## src/rtl/dispatch_pkg.sv

```systemverilog
// Shared definitions for the instruction dispatch stage: class codes, start-bit
// layout, trap causes, FSM states and the instruction-class decoder.
package dispatch_pkg;

  localparam int unsigned IR_W      = 16;
  localparam int unsigned NUM_UNITS = 5;

  localparam logic [2:0] CLS_ALU   = 3'b000;
  localparam logic [2:0] CLS_ALUI  = 3'b001;
  localparam logic [2:0] CLS_LOAD  = 3'b010;
  localparam logic [2:0] CLS_STORE = 3'b011;
  localparam logic [2:0] CLS_MOV   = 3'b100;
  localparam logic [2:0] CLS_MOVI  = 3'b101;

  localparam int unsigned ST_ALU  = 0;
  localparam int unsigned ST_ALUI = 1;
  localparam int unsigned ST_MLS  = 2;
  localparam int unsigned ST_MOV  = 3;
  localparam int unsigned ST_MOVI = 4;

  typedef enum logic [1:0] {
    CAUSE_NONE    = 2'b00,
    CAUSE_ILLEGAL = 2'b01,
    CAUSE_FOREIGN = 2'b10,
    CAUSE_TIMEOUT = 2'b11
  } trap_cause_e;

  typedef enum logic [2:0] {
    IDLE,
    DISPATCH,
    WAIT,
    RETIRE,
    TRAP
  } state_e;

  typedef struct packed {
    logic                 legal;
    logic [NUM_UNITS-1:0] start;
    logic                 store;
  } decode_t;

  // Illegal words decode to an all-zero start vector so they can never issue.
  function automatic decode_t decode(input logic [IR_W-1:0] word);
    decode_t d;
    d       = '0;
    d.legal = 1'b1;
    case (word[11:9])
      CLS_ALU:   d.start[ST_ALU]  = 1'b1;
      CLS_ALUI:  d.start[ST_ALUI] = 1'b1;
      CLS_LOAD:  d.start[ST_MLS]  = 1'b1;
      CLS_STORE: begin
        d.start[ST_MLS] = 1'b1;
        d.store         = 1'b1;
      end
      CLS_MOV:   d.start[ST_MOV]  = 1'b1;
      CLS_MOVI:  d.start[ST_MOVI] = 1'b1;
      default:   d.legal          = 1'b0;
    endcase
    if (word[15] || !d.legal) begin
      d = '0;
    end
    return d;
  endfunction

endpackage

```

## src/rtl/dispatch_watchdog.sv

```systemverilog
// 8-bit saturating cycle counter that flags a hung execution once it reaches
// TIMEOUT_CYCLES.
module dispatch_watchdog #(
  parameter int unsigned TIMEOUT_CYCLES = 64
) (
  input  logic clk,
  input  logic rst,
  input  logic clr,
  input  logic en,
  output logic expired
);

  localparam logic [7:0] LIMIT = 8'(TIMEOUT_CYCLES);

  logic [7:0] count;

  // NOTE: sequential state is written with non-blocking assignments only, so
  // every flop samples pre-edge values regardless of process ordering.
  always_ff @(posedge clk or posedge rst) begin
    if (rst) begin
      count <= '0;
    end else if (clr) begin
      count <= '0;
    end else if (en && count != 8'hFF) begin
      count <= count + 8'd1;
    end
  end

  assign expired = (count >= LIMIT);

endmodule

```

## src/rtl/dispatch_unit.sv

```systemverilog
// Decode-and-dispatch stage: accepts an instruction word, pulses one execution
// FSM start, waits for its done, then retires or traps.
module dispatch_unit
  import dispatch_pkg::*;
#(
  parameter int unsigned TIMEOUT_CYCLES = 64,
  parameter int unsigned CNT_W          = 16
) (
  input  logic                 clk,
  input  logic                 rst,
  input  logic                 ir_valid,
  input  logic [IR_W-1:0]      ir_word,
  output logic                 ir_ready,
  output logic [NUM_UNITS-1:0] start,
  output logic                 ls_store,
  input  logic [NUM_UNITS-1:0] exec_done,
  output logic                 instr_done,
  output logic                 busy,
  output logic                 trap,
  output logic [1:0]           trap_cause,
  output logic [IR_W-1:0]      trap_ir,
  input  logic                 trap_clr,
  output logic [CNT_W-1:0]     retired
);

  state_e               state, state_next;
  decode_t              dec_in;
  logic [NUM_UNITS-1:0] start_sel;
  logic                 store_sel;
  trap_cause_e          cause_q;
  logic                 expired;
  logic                 done_ok;
  logic                 done_foreign;
  logic                 wd_run;

  assign dec_in       = decode(ir_word);
  assign done_ok      = (exec_done == start_sel);
  assign done_foreign = |(exec_done & ~start_sel);

  // Counting through DISPATCH makes the count read 1 in the first WAIT cycle.
  assign wd_run = (state == DISPATCH) || (state == WAIT);

  dispatch_watchdog #(
    .TIMEOUT_CYCLES(TIMEOUT_CYCLES)
  ) u_watchdog (
    .clk    (clk),
    .rst    (rst),
    .clr    (!wd_run),
    .en     (wd_run),
    .expired(expired)
  );

  always_ff @(posedge clk or posedge rst) begin
    if (rst) begin
      state <= IDLE;
    end else begin
      state <= state_next;
    end
  end

  // NOTE: next-state is defaulted to the current state before the case so no
  // path leaves it unassigned and no latch is inferred.
  always_comb begin
    state_next = state;
    case (state)
      IDLE:     if (ir_valid) state_next = dec_in.legal ? DISPATCH : TRAP;
      DISPATCH: state_next = WAIT;
      WAIT: begin
        if (done_foreign)  state_next = TRAP;
        else if (done_ok)  state_next = RETIRE;
        else if (expired)  state_next = TRAP;
      end
      RETIRE:   state_next = IDLE;
      TRAP:     if (trap_clr) state_next = IDLE;
      default:  state_next = IDLE;
    endcase
  end

  always_ff @(posedge clk or posedge rst) begin
    if (rst) begin
      start_sel <= '0;
      store_sel <= 1'b0;
      trap_ir   <= '0;
      cause_q   <= CAUSE_NONE;
      retired   <= '0;
    end else begin
      case (state)
        IDLE: begin
          if (ir_valid) begin
            trap_ir   <= ir_word;
            start_sel <= dec_in.start;
            store_sel <= dec_in.store;
            if (!dec_in.legal) cause_q <= CAUSE_ILLEGAL;
          end
        end
        WAIT: begin
          if (done_foreign)  cause_q <= CAUSE_FOREIGN;
          else if (done_ok)  retired <= retired + CNT_W'(1);
          else if (expired)  cause_q <= CAUSE_TIMEOUT;
        end
        TRAP: begin
          if (trap_clr) cause_q <= CAUSE_NONE;
        end
        default: ;
      endcase
    end
  end

  assign ir_ready   = (state == IDLE);
  assign busy       = (state != IDLE);
  assign trap       = (state == TRAP);
  assign instr_done = (state == RETIRE);
  assign start      = (state == DISPATCH) ? start_sel : '0;
  assign ls_store   = (state == DISPATCH) && store_sel;
  assign trap_cause = cause_q;

endmodule

```

## config.mk

```make
export PLATFORM = sky130hd
export DESIGN_NAME = dispatch_unit
export DESIGN_NICKNAME = d
export VERILOG_FILES = /design/src/rtl/dispatch_pkg.sv /design/src/rtl/dispatch_watchdog.sv /design/src/rtl/dispatch_unit.sv
export SDC_FILE = /design/constraint.sdc
export NUM_CORES = 1
export LEC_CHECK = 0
export ABC_CLOCK_PERIOD_IN_PS = 4500
export BUFFER_PORTS_ARGS = -buffer_cell sky130_fd_sc_hd__buf_2
export CAP_MARGIN = 40
export CORE_ASPECT_RATIO = 1.75
export CORE_MARGIN = 4
export CORE_UTILIZATION = 40
export CTS_CLUSTER_DIAMETER = 100
export CTS_CLUSTER_SIZE = 25
export DETAILED_ROUTE_END_ITERATION = 8
export SLEW_MARGIN = 20
export SYNTH_ARGS = -nofsm -noshare
export SYNTH_HDL_FRONTEND = slang
export SYNTH_SLANG_ARGS = --single-unit
```

## constraint.sdc

```tcl
create_clock -name clk -period 4.5 [get_ports clk]
set_input_delay 0.45 -clock clk [delete_from_list [all_inputs] [get_ports clk]]
set_output_delay 0.45 -clock clk [all_outputs]
set_load 0.005 [all_outputs]
```

==> tab_implementation.tex <==
\begin{tabular}{lr}
\hline
Metric & Value \\
\hline
\multicolumn{2}{l}{\textbf{Global route}} \\
Number of antenna violations at the first check in global routing & 0 \\
Pin count of the biggest net entering global routing & 30 \\
GRT Overall Usage & roughly 15\% \\
Total grt overflow & 0 \\
Global-route wire length before repair & roughly 8800 um \\
Number of global-route vias before repair & roughly 2000 \\
\multicolumn{2}{l}{\textbf{Pwr}} \\
Total leakage power & about 1.5 nW \\
PD cells & approximately 460 nW/um\^{}2 \\
VDD IR-drop max & 0.250 mV \\
\multicolumn{2}{l}{\textbf{Clock network}} \\
Clk sinks & 51 \\
Insertion delay of the later-clocked pin in the worst-skew pair & about 0.31 ns \\
Number of buffers created by CTS & 5 \\
Clock tree from TritonCTS & done \\
Deepest clock path buffer count & 2 \\
Number of post-CTS setup repair buffers & 0 \\
Number of hold-repair buffers added at the cts stage & 0 \\
Clock tree root driver cell & sky130\_fd\_sc\_hd\_\_clkbuf\_8 \\
H-tree levels & 2 \\
Post-CTS sizing & 0 \\
Post-CTS clock slew at the launch and capture registers of the worst setup and hold paths & $\sim$0.09 ns \\
\multicolumn{2}{l}{\textbf{STA}} \\
Final hold violation count & 0 \\
Least setup slack across all paths after layout & approximately 2.3 ns \\
Worst-case headroom to the max-slew limit & a little under three fifths \\
Slew Limit Fails & 0 \\
Final critical path time including I/O delays and setup & 2.23 ns \\
Setup-failing EPs final & 0 \\
Clock tree skew after final layout & approximately 0.0065 ns \\
Post-route setup TNS & 0 ns \\
Portion of the clock cycle consumed by the worst path in the final layout & between 40\% and 50\% \\
Slew of the pin with the lowest slew margin & around 0.65 ns \\
Unrepaired setup endpoints after global routing & no \\
Maximum clock frequency & $\sim$450 MHz \\
\multicolumn{2}{l}{\textbf{Logic synthesis}} \\
Most used standard cell by instance count after synthesis & sky130\_fd\_sc\_hd\_\_dfrtp\_1 \\
Fraction of registers with async set or reset after synthesis & 100\% \\
Total of flip-flops plus latches after synthesis & a little over 50 \\
Fraction of post-synthesis cell area in the top cell type by area & roughly half \\
Post-synthesis net count & about 250 \\
Mean post-synth cell area & 11.4 um\^{}2 \\
Largest area contributor in the netlist & sky130\_fd\_sc\_hd\_\_dfrtp\_1 \\
Post-synth EDFFs & 0 \\
Synth Cell Area & $\sim$2500 um\^{}2 \\
Leading post-synthesis cells by instance count & 51 x sky130\_fd\_sc\_hd\_\_dfrtp\_1, 18 x sky130\_fd\_sc\_hd\_\_mux2\_2, 18 x sky130\_fd\_sc\_hd\_\_nor2\_1 \\
Most used flip-flop cell after synthesis & sky130\_fd\_sc\_hd\_\_dfrtp\_1 \\
Warning count from the yosys run & 0 \\
Dominant cells by area after synthesis & sky130\_fd\_sc\_hd\_\_dfrtp\_1 51\%, sky130\_fd\_sc\_hd\_\_mux2\_2 8.0\%, sky130\_fd\_sc\_hd\_\_xor2\_1 3.8\%, sky130\_fd\_sc\_hd\_\_ha\_1 3.5\%, sky130\_fd\_sc\_hd\_\_xnor2\_1 2.8\% \\
Sequential area share after synthesis & 50.6\% \\
Instance count of the mapped netlist & between 200 and 250 \\
Unique masters post-synth & 44 \\
\multicolumn{2}{l}{\textbf{Critical path}} \\
Delay contributed by the slowest stage of the critical path & 0.57 ns \\
Critical-path cell list & nor3b\_1 > and2\_1 > buf\_2 \\
Setup crit start kind & register \\
Setup crit end kind & output pin \\
Cell at the slowest stage of the critical path & sky130\_fd\_sc\_hd\_\_nor3b\_1 \\
Reg-to-reg slack, setup & 2.31 ns \\
Reg-to-Reg Start & start\_sel[0]\$\_DFFE\_PP0P\_ \\
Crit path arrival time & 1.78 ns \\
Count of buffer and inverter cells on the critical path & 1 \\
Required time at the worst-slack endpoint & 4.05 ns \\
Largest driver fanout on the critical path & 8 \\
Category of the most critical setup path & reg2out \\
Depth of the most critical reg-to-reg path & 7 \\
Family with the most delay on the worst path & simple AND/OR/NAND/NOR gates \\
Endpoint of the most critical register-to-register path & trap\_cause[1]\$\_DFFE\_PP0P\_ \\
\multicolumn{2}{l}{\textbf{Worst hold path}} \\
Worst min path class & in2async \\
\multicolumn{2}{l}{\textbf{Placed design}} \\
HPWL Detailed & about 4100 um \\
Port Buffer Count & 68 \\
Instance area at placement & around 2900 um\^{}2 \\
Placed cell count & $\sim$360 \\
Placement Setup Slack & $\sim$2.1 ns \\
Placer Congestion & 0.765 \\
\multicolumn{2}{l}{\textbf{Route}} \\
Vias per cell & about 5.1 \\
DR vias & 1869 \\
Total wire length & between 5000 and 6000 um \\
ANT nets after route & 0 \\
Post-DR wirelength/cell & between 10 and 15 um \\
Pre-antenna DRT Iters & 4 \\
Post-route DRC violation count & 0 \\
DRT iter0 DRCs & 38 \\
\multicolumn{2}{l}{\textbf{Floorplan}} \\
Die Height & about 110 um \\
Placeable core region & approximately 6200 um\^{}2 \\
Ports placed on the boundary & between 60 and 70 \\
Total number of placement rows & 38 \\
Horiz. Die Dim & a little under 70 um \\
Initial cell density of the core & around 41\% \\
Overall die area & a little under 8000 um\^{}2 \\
\multicolumn{2}{l}{\textbf{Layout}} \\
Final Non-Filler Cells & 370 \\
Net count reported at finish & 321 \\
Number of diodes added for antenna fixing & 0 \\
Area added between synthesis and finish & 21.7\% \\
Core utilization of the finished layout & about half \\
Final Cell Area & slightly above 3000 um\^{}2 \\
Share of final-layout standard cells stronger than drive strength 1 & between 30 and 40\% \\
\multicolumn{2}{l}{\textbf{Run status}} \\
Outcome & finished, final reports clean \\
\multicolumn{2}{l}{\textbf{Flow run}} \\
\# Max-Cap Violations & 0 \\
\hline
\end{tabular}
[registers in the layout, summed over array words and instances, names as in the netlist]
name / cells
retired: 16
state: 3
store_sel: 1
start_sel: 5
u_watchdog.count: 8
trap_cause: 2
trap_ir: 16
[per-stage QoR]
stage               total power [mW]  hold slack (ns)
floorplan                      0.893            0.440
finish                          1.41            0.213
global placement                1.04            0.453
detailed placement              1.05            0.462
CTS                             1.44            0.231
global route                    1.51            0.272
[worst reg2reg max path: stages, from the launching register on]
cell,delay (ns)
sky130_fd_sc_hd__dfrtp_1,0.38
sky130_fd_sc_hd__inv_1,0.05
sky130_fd_sc_hd__ha_1,0.16
sky130_fd_sc_hd__nor4_1,0.37
sky130_fd_sc_hd__and3b_1,0.46
sky130_fd_sc_hd__o21ai_1,0.15
sky130_fd_sc_hd__nand4b_1,0.16
sky130_fd_sc_hd__mux2_2,0.34
[cells by family (layout without fill, tap and decap cells)]
logic type / Yosys count / count (layout) / share of synthesized area (%)
simple gates: 86 / 86 / 21.2
flops: 51 / 51 / 50.6
mux: 22 / 22 / 9.63
xor+xnor: 19 / 19 / 6.60
buf+inv: 19 / 88 / 3.87
compound gates: 17 / 17 / 4.62
fa+ha+maj: 7 / 7 / 3.48
[cell type report]
| type | count | area [um^2] |
|---|---|---|
| clock buffers | 5 | 68.8 |
| clock inverters | 3 | 67.6 |
| fillers | 604 | 3110 |
| inverters | 11 | 41.3 |
| multi-input cells | 151 | 1150 |
| flip-flops and latches | 51 | 1280 |
| well taps | 80 | 100 |
| repair buffers | 69 | 368 |
[routing by layer]
metal | track usage, % | wire length (um) | vias up
met5 | 0 | 0 | -
met4 | 5.98 | 104 | 0
met3 | 4.67 | 372 | 7
met2 | 26.7 | 2750 | 61
met1 | 15.5 | 2010 | 907
li1 | - | - | 894
[where the power goes]
group	internal [mW]	switching, mW	total (mW)	leakage (nW)
clock	0.222	0.158	0.380	0.0644
combinational	0.213	0.184	0.397	0.830
sequential	0.561	0.0759	0.637	0.654
[worst max-delay path by stage]
| stage | startpoint | endpoint | slack (ns) | cells after the start |
|---|---|---|---|---|
| final | state[0]$_DFFE_PP0P_ | ls_store | 2.27 | 3 |
| after floorplan | exec_done[0] | trap_cause[1]$_DFFE_PP0P_ | 2.57 | 7 |
| after CTS | state[0]$_DFFE_PP0P_ | ls_store | 2.19 | 3 |
| after global routing | state[0]$_DFFE_PP0P_ | ls_store | 2.05 | 3 |
| after global placement | exec_done[0] | trap_cause[1]$_DFFE_PP0P_ | 2.16 | 7 |
| after detailed placement | exec_done[0] | trap_cause[1]$_DFFE_PP0P_ | 2.14 | 7 |
[cell usage in the layout (no fill, tap or decap), types with 4 or more instances in the layout]
cell                        n
sky130_fd_sc_hd__ha_1       7
sky130_fd_sc_hd__xnor2_1    8
sky130_fd_sc_hd__nand2_1   16
sky130_fd_sc_hd__mux2i_1    4
sky130_fd_sc_hd__nand4_1    5
sky130_fd_sc_hd__and3_1     7
sky130_fd_sc_hd__dfrtp_1   51
sky130_fd_sc_hd__and2_1     7
sky130_fd_sc_hd__nor2_1    18
sky130_fd_sc_hd__nand3_1    8
sky130_fd_sc_hd__clkbuf_8   5
sky130_fd_sc_hd__xor2_1    11
sky130_fd_sc_hd__buf_2     68
sky130_fd_sc_hd__mux2_2    18
sky130_fd_sc_hd__nand2b_1   6
sky130_fd_sc_hd__inv_1     10
No activity file was read; power rests on OpenSTA's default activity.
